--- src/rtl/dror_validator_stream.sv ---
// DROR/ROR point validator: streams LANES candidates per beat, counts neighbours of one
// query point within a fixed or range-dependent radius, and reports an inlier/outlier verdict.
module dror_validator_stream #(
  parameter int N            = 16,
  parameter int LANES        = 8,
  parameter int CNT_W        = 16,
  parameter int DIST_LATENCY = 2,
  parameter int ANG_SHIFT    = 3,
  parameter int MIN_RADIUS   = 1
) (
  input  logic               i_clock,
  input  logic               i_reset,
  input  logic               i_start,
  input  logic [N-1:0]       i_point_x,
  input  logic [N-1:0]       i_point_y,
  input  logic [N-1:0]       i_point_z,
  input  logic [2*N-1:0]     i_cloud_size,
  input  logic [CNT_W-1:0]   i_threshold,
  input  logic               i_mode,
  input  logic [N-1:0]       i_fixed_radius,
  input  logic               i_cp_valid,
  output logic               o_cp_ready,
  input  logic [N*LANES-1:0] i_cp_x,
  input  logic [N*LANES-1:0] i_cp_y,
  input  logic [N*LANES-1:0] i_cp_z,
  input  logic [LANES-1:0]   i_cp_mask,
  output logic               o_busy,
  output logic               o_done,
  output logic               o_inlier,
  output logic               o_outlier,
  output logic [CNT_W-1:0]   o_neighbors
);
  localparam int DW = N + 2;
  localparam int AW = 2 * N;
  localparam int PW = $clog2(LANES + 1);
  localparam int RW = $clog2(DIST_LATENCY + 1) + 1;
  localparam int SW = N + 1;

  typedef enum logic [2:0] {
    S_IDLE   = 3'd0,
    S_RADIUS = 3'd1,
    S_STREAM = 3'd2,
    S_DRAIN  = 3'd3,
    S_DONE   = 3'd4,
    S_HOLD   = 3'd5
  } state_t;

  state_t           r_state;
  state_t           w_state_next;
  logic [N-1:0]     r_px, r_py, r_pz, r_fixed, r_radius;
  logic [AW-1:0]    r_size, r_accepted;
  logic [CNT_W-1:0] r_thr, r_count, r_neighbors;
  logic             r_mode, r_busy, r_done, r_inlier, r_outlier;
  logic [RW-1:0]    r_rcnt;
  logic [LANES-1:0] r_live_pipe [DIST_LATENCY];
  logic [DW-1:0]    r_dist_pipe [DIST_LATENCY][LANES];
  logic [SW-1:0]    r_sens_pipe [DIST_LATENCY];

  logic             w_start_ok, w_fire, w_early, w_pipe_empty, w_radius_last;
  logic [LANES-1:0] w_live, w_hits;
  logic [DW-1:0]    w_lane_dist [LANES];
  logic [PW-1:0]    w_live_cnt, w_hit_cnt;
  logic [AW-1:0]    w_acc_next;
  logic [CNT_W:0]   w_count_sum;
  logic [CNT_W-1:0] w_count_next;
  logic [SW-1:0]    w_sens_shift;
  logic [N-1:0]     w_radius_calc;

  function automatic logic [N-1:0] absdiff(input logic [N-1:0] a, input logic [N-1:0] b);
    return (a >= b) ? (a - b) : (b - a);
  endfunction

  // Distance metric is L1 (Manhattan), kept at full N+2 width so it never saturates.
  function automatic logic [DW-1:0] l1_dist(input logic [N-1:0] ax, input logic [N-1:0] ay,
                                            input logic [N-1:0] az, input logic [N-1:0] bx,
                                            input logic [N-1:0] by, input logic [N-1:0] bz);
    return DW'(absdiff(ax, bx)) + DW'(absdiff(ay, by)) + DW'(absdiff(az, bz));
  endfunction

  assign w_start_ok    = i_start && ((r_state == S_IDLE) || (r_state == S_HOLD));
  assign w_early       = ((r_state == S_STREAM) || (r_state == S_DRAIN)) && (r_count >= r_thr);
  assign o_cp_ready    = (r_state == S_STREAM) && !w_early;
  assign w_fire        = i_cp_valid && o_cp_ready;
  assign w_radius_last = (r_rcnt == RW'(DIST_LATENCY));
  assign w_acc_next    = r_accepted + AW'(w_live_cnt);
  assign w_sens_shift  = r_sens_pipe[DIST_LATENCY-1] >> ANG_SHIFT;

  // Lane liveness compares in 2N+1 bits so accepted+k cannot wrap past cloud_size.
  for (genvar k = 0; k < LANES; k++) begin : g_lane
    assign w_lane_dist[k] = l1_dist(r_px, r_py, r_pz,
                                    i_cp_x[k*N +: N], i_cp_y[k*N +: N], i_cp_z[k*N +: N]);
    assign w_live[k] = i_cp_mask[k] &&
                       (({1'b0, r_accepted} + (AW+1)'(k)) < {1'b0, r_size});
    assign w_hits[k] = r_live_pipe[DIST_LATENCY-1][k] &&
                       (r_dist_pipe[DIST_LATENCY-1][k] <= DW'(r_radius));
  end

  always_comb begin
    w_live_cnt   = '0;
    w_hit_cnt    = '0;
    w_pipe_empty = 1'b1;
    for (int k = 0; k < LANES; k++) begin
      w_live_cnt = w_live_cnt + PW'(w_live[k]);
      w_hit_cnt  = w_hit_cnt + PW'(w_hits[k]);
    end
    for (int i = 0; i < DIST_LATENCY; i++) begin
      if (r_live_pipe[i] != '0) begin
        w_pipe_empty = 1'b0;
      end else begin
        w_pipe_empty = w_pipe_empty;
      end
    end
  end

  always_comb begin
    w_count_sum = {1'b0, r_count} + (CNT_W+1)'(w_hit_cnt);
    if (w_count_sum[CNT_W]) begin
      w_count_next = '1;
    end else begin
      w_count_next = w_count_sum[CNT_W-1:0];
    end
  end

  always_comb begin
    if (!r_mode) begin
      w_radius_calc = r_fixed;
    end else if (w_sens_shift < SW'(MIN_RADIUS)) begin
      w_radius_calc = N'(MIN_RADIUS);
    end else if (w_sens_shift[SW-1]) begin
      w_radius_calc = '1;
    end else begin
      w_radius_calc = w_sens_shift[N-1:0];
    end
  end

  always_comb begin
    w_state_next = r_state;
    case (r_state)
      S_IDLE, S_HOLD: begin
        if (w_start_ok) w_state_next = S_RADIUS;
        else            w_state_next = r_state;
      end
      S_RADIUS: begin
        if (!w_radius_last)                          w_state_next = S_RADIUS;
        else if ((r_thr == '0) || (r_size == '0))    w_state_next = S_DONE;
        else                                         w_state_next = S_STREAM;
      end
      S_STREAM: begin
        if (w_early)                                 w_state_next = S_DONE;
        else if (w_fire && (w_acc_next >= r_size))   w_state_next = S_DRAIN;
        else                                         w_state_next = S_STREAM;
      end
      // DRAIN ends once no live lanes remain in flight; the counter is then final.
      S_DRAIN: begin
        if (w_early || w_pipe_empty) w_state_next = S_DONE;
        else                         w_state_next = S_DRAIN;
      end
      S_DONE:  w_state_next = S_HOLD;
      default: w_state_next = S_IDLE;
    endcase
  end

  always_ff @(posedge i_clock or posedge i_reset) begin
    if (i_reset) begin
      for (int i = 0; i < DIST_LATENCY; i++) begin
        r_live_pipe[i] <= '0;
        r_sens_pipe[i] <= '0;
        for (int k = 0; k < LANES; k++) r_dist_pipe[i][k] <= '0;
      end
    end else begin
      r_live_pipe[0] <= w_fire ? w_live : '0;
      r_sens_pipe[0] <= SW'(r_px) + SW'(r_py);
      for (int k = 0; k < LANES; k++) r_dist_pipe[0][k] <= w_lane_dist[k];
      for (int i = 1; i < DIST_LATENCY; i++) begin
        r_live_pipe[i] <= r_live_pipe[i-1];
        r_sens_pipe[i] <= r_sens_pipe[i-1];
        for (int k = 0; k < LANES; k++) r_dist_pipe[i][k] <= r_dist_pipe[i-1][k];
      end
    end
  end

  always_ff @(posedge i_clock or posedge i_reset) begin
    if (i_reset) begin
      r_state     <= S_IDLE;
      r_px        <= '0;
      r_py        <= '0;
      r_pz        <= '0;
      r_fixed     <= '0;
      r_radius    <= '0;
      r_size      <= '0;
      r_accepted  <= '0;
      r_thr       <= '0;
      r_count     <= '0;
      r_neighbors <= '0;
      r_mode      <= 1'b0;
      r_busy      <= 1'b0;
      r_done      <= 1'b0;
      r_inlier    <= 1'b0;
      r_outlier   <= 1'b0;
      r_rcnt      <= '0;
    end else begin
      r_state <= w_state_next;
      r_busy  <= (w_state_next == S_RADIUS) || (w_state_next == S_STREAM) ||
                 (w_state_next == S_DRAIN)  || (w_state_next == S_DONE);
      r_done  <= (w_state_next == S_DONE);
      if (w_start_ok) begin
        r_px        <= i_point_x;
        r_py        <= i_point_y;
        r_pz        <= i_point_z;
        r_size      <= i_cloud_size;
        r_thr       <= i_threshold;
        r_mode      <= i_mode;
        r_fixed     <= i_fixed_radius;
        r_count     <= '0;
        r_accepted  <= '0;
        r_rcnt      <= '0;
        r_neighbors <= '0;
        r_inlier    <= 1'b0;
        r_outlier   <= 1'b0;
      end else begin
        if (r_state == S_RADIUS) begin
          r_rcnt   <= r_rcnt + RW'(1);
          r_radius <= w_radius_calc;
        end
        if (w_fire) r_accepted <= w_acc_next;
        // Freezing the counter once the threshold is met discards beats still in flight.
        if (((r_state == S_STREAM) || (r_state == S_DRAIN)) && !w_early) begin
          r_count <= w_count_next;
        end
        if (w_state_next == S_DONE) begin
          r_inlier    <= (r_count >= r_thr);
          r_outlier   <= !(r_count >= r_thr);
          r_neighbors <= r_count;
        end
      end
    end
  end

  assign o_busy      = r_busy;
  assign o_done      = r_done;
  assign o_inlier    = r_inlier;
  assign o_outlier   = r_outlier;
  assign o_neighbors = r_neighbors;
endmodule

--- config.mk ---
export PLATFORM = sky130hd
export DESIGN_NAME = dror_validator_stream
export DESIGN_NICKNAME = d
export VERILOG_FILES = /design/src/rtl/dror_validator_stream.sv
export SDC_FILE = /design/constraint.sdc
export NUM_CORES = 2
export LEC_CHECK = 0
export ABC_AREA = 1
export CORE_ASPECT_RATIO = 0.5
export CORE_MARGIN = 5
export CORE_UTILIZATION = 48
export CTS_BUF_LIST = sky130_fd_sc_hd__clkbuf_4 sky130_fd_sc_hd__clkbuf_8
export CTS_CLUSTER_DIAMETER = 60
export CTS_CLUSTER_SIZE = 24
export DETAILED_ROUTE_END_ITERATION = 12
export PLACE_DENSITY = 0.7
export SLEW_MARGIN = 20
export SYNTH_ARGS = -nofsm -noshare
export SYNTH_HDL_FRONTEND = slang
export SYNTH_SLANG_ARGS = --single-unit
--- constraint.sdc ---
create_clock -name i_clock -period 17.6 [get_ports i_clock]
set_input_delay 3.52 -clock i_clock [delete_from_list [all_inputs] [get_ports i_clock]]
set_output_delay 3.52 -clock i_clock [all_outputs]
set_load 0.1 [all_outputs]
==> flow_summary.yaml <==
grt:
  grt_pass1_wl_um: 507100
  grt_max_degree: 162
  antenna_found_initial: 54
  track_usage_pct: 40.59
  grt_pass1_vias: 74610
  grt-ovfl-total: 0
clocking:
  cts_num_sinks: 535
  numCtsBuffers: 41
  htree_levels: 2
  clockBufferDepth: 3
  clk_pin_slew_worst_paths_ps: 140
  cts_tree: "built"
  clock_latency_ps: 790
  cts_hold_buf: 0
  cts-resized-gates: 0
  cts_setup_buffers: 0
  ctsRootBufferMaster: "clkbuf_8"
route:
  drtPass1Iterations: 6
  via_count: 79910
  drc_errors: 0
  wl_per_cell_um: 26.09
  drt_wl_total_um: 358800
  first_iter_violations: 9268
  postRouteAntennaNets: 0
  via_per_inst: 5.811
setup_path:
  crit_fanout: 19
  crit_family: "simple AND/OR/NAND/NOR gates"
  slowest_delay_ps: 900
  cp_common_cell: "nand2_1"
  required_ps: 18330
  criticalPathCategory: "flip-flop to flip-flop"
  cp-end-kind: "flip-flop"
  critPathArrivalTime_ps: 10420
  critPathLaunchType: "flip-flop"
  cp_num_buf_inv: 9
  cp_slowest_cell: "dfrtp_1"
synthesis:
  async_reset_ff_share_pct: 100.0
  netlist.area_leader.share_pct: 21.29
  ys_top_cells_by_area: "ha_1 (21%), dfrtp_1 (17%), nand2_1 (11%)"
  synth_seq_area_share_pct: 17.23
  synthCells: 10990
  synth.cell_area_um2: 77710
  syn_nets: 13020
  synth_area_per_cell_um2: 7.070
  synth-warning-count: 0
  synth.distinct_cells: 70
  yosys_register_bits: 535
  synth_edf_count: 0
  yosys.area.top_type: "ha_1"
  ys.flop_type: "dfrtp_1"
sta:
  maxSlewViolCount: 0
  setup_tns_ps: 0
  finalSetupViolCount: 0
  fin_worst_skew_ps: 73.81
  min_period_over_period_pct: 55.03
  whs_ps: 339.0
  finalHoldViolCount: 0
  rsz0062_at_grt: "false"
  min_period_ps: 9684
  setup_ws_ps: 7916
  timing.slew.headroom_pct: 10.81
  worst_slew_pin_slew_ps: 1333
  fmax_ghz: 0.1033
die:
  start_util_pct: 48.32
  die_w_um: 579.0
  die_area_um2: 170500
  core_um2: 160800
  dieHeight_um: 294.5
  rows: 104
  io_pins: 530
placement:
  place_congestion: 1.071
  portBuffers: 529
  hpwlAfterDp_um: 290600
  preCtsSetupSlack_ps: 7371
layout:
  nets: 13550
  layout_common_cells: "nand2_1 (2326), inv_1 (1699), ha_1 (1322)"
  syn_to_final_growth_pct: 11.75
  final_common_cell: "nand2_1"
  drive_gt1_share_pct: 3.409
status:
  status: "finished clean"
min_path:
  hold_path.class: "flip-flop to flip-flop"
job:
  cap_violations: 0
[cells by family (layout without fill, tap and decap cells)]
group	after synthesis	count (layout)	share of synthesized area, %
other	0	23	0
AOI/OAI and AO/OA	2485	2485	17.91
xor gates and xnor gates	753	753	8.487
buffers and inverters	1933	2497	9.730
adders and majority gates	1516	1516	26.28
muxes	20	20	0.2624
DFF	535	535	17.23
and+or+nand+nor	3750	3750	20.10
[layer usage]
layer  wire length [um]  vias up  track usage [%]
li1                   -    37130                -
met1             152700    37800            55.25
met2             144900     4094            58.72
met3              39170      863            11.05
met4              21860       20            20.95
met5                126        -                0
[path summary, 6_finish.rpt]
kind	start	endpoint	slack, ps	depth (start not counted)
max in group asynchronous	i_reset	r_dist_pipe[271]$_DFF_PP0_	11650	5
worst min-delay path	r_dist_pipe[213]$_DFF_PP0_	r_dist_pipe[69]$_DFF_PP0_	340	0
worst max register to register	r_accepted[1]$_DFFE_PP0P_	o_outlier$_DFFE_PP0P_	7920	45
min in group asynchronous	i_reset	r_size[10]$_DFFE_PP0P_	3310	3
worst max-delay path	r_accepted[1]$_DFFE_PP0P_	o_outlier$_DFFE_PP0P_	7920	45
worst min register to register	r_dist_pipe[213]$_DFF_PP0_	r_dist_pipe[69]$_DFF_PP0_	340	0
[cells in the mapped netlist, types with 5 or more instances]
cell,instances
xor2_1,571
mux2i_1,17
nor3_1,104
nor4_4,6
a21oi_2,5
a31oi_1,41
buf_2,61
clkinv_1,6
a221oi_1,13
a211oi_1,36
nor2_2,29
fa_1,194
nand2_2,7
o21a_1,63
o21ai_0,693
nand4_1,85
clkbuf_1,42
o21bai_1,62
o21ai_1,121
nor3_2,22
inv_1,1702
clkbuf_2,6
buf_4,35
buf_6,11
nand3_1,312
a21o_1,96
xnor2_1,182
ha_1,1322
dfrtp_1,535
nor4_1,27
a21boi_0,29
inv_2,62
nand2_1,2327
nand3b_1,11
nor2_1,762
o22ai_1,26
nand3_2,24
o221ai_1,28
o211ai_1,54
buf_1,5
a21oi_1,1105
o2111ai_1,51
o31ai_1,43
[flip-flops by register name, indices dropped and copies added (netlist names), 3 cells and up]
signal and flops:
r_size 32, o_neighbors 16, r_px 16, r_rcnt 3, r_fixed 16, r_sens_pipe 28, r_py 16, r_dist_pipe 288
r_accepted 32, r_state 3, r_radius 16, r_thr 16, r_live_pipe 16, r_pz 16, r_count 16
[cell type report]
| type | count | area (um2) |
|---|---|---|
| fillers | 16000 | 73990 |
| multi-input cells | 8524 | 56780 |
| flip-flops and latches | 535 | 13390 |
| inverters | 1773 | 6674 |
| repair buffers | 652 | 6231 |
| well taps | 2173 | 2719 |
| clock buffers | 43 | 591.8 |
| clock inverters | 29 | 392.9 |
| diodes | 23 | 57.56 |
[metrics by stage]
step / std cells / instance area, um2 / util [%]
after floorplan: 10990 / 77710 / -
after global placement: 13660 / 85790 / 53.34
after detailed placement: 13660 / 85800 / 53.35
after CTS: 13730 / 86780 / 53.96
after global routing: 13730 / 86790 / 53.96
final: 13750 / 86840 / 53.99
Power is not shown: default switching activity piles up to over one toggle a cycle in this logic, so the estimate is an artifact.
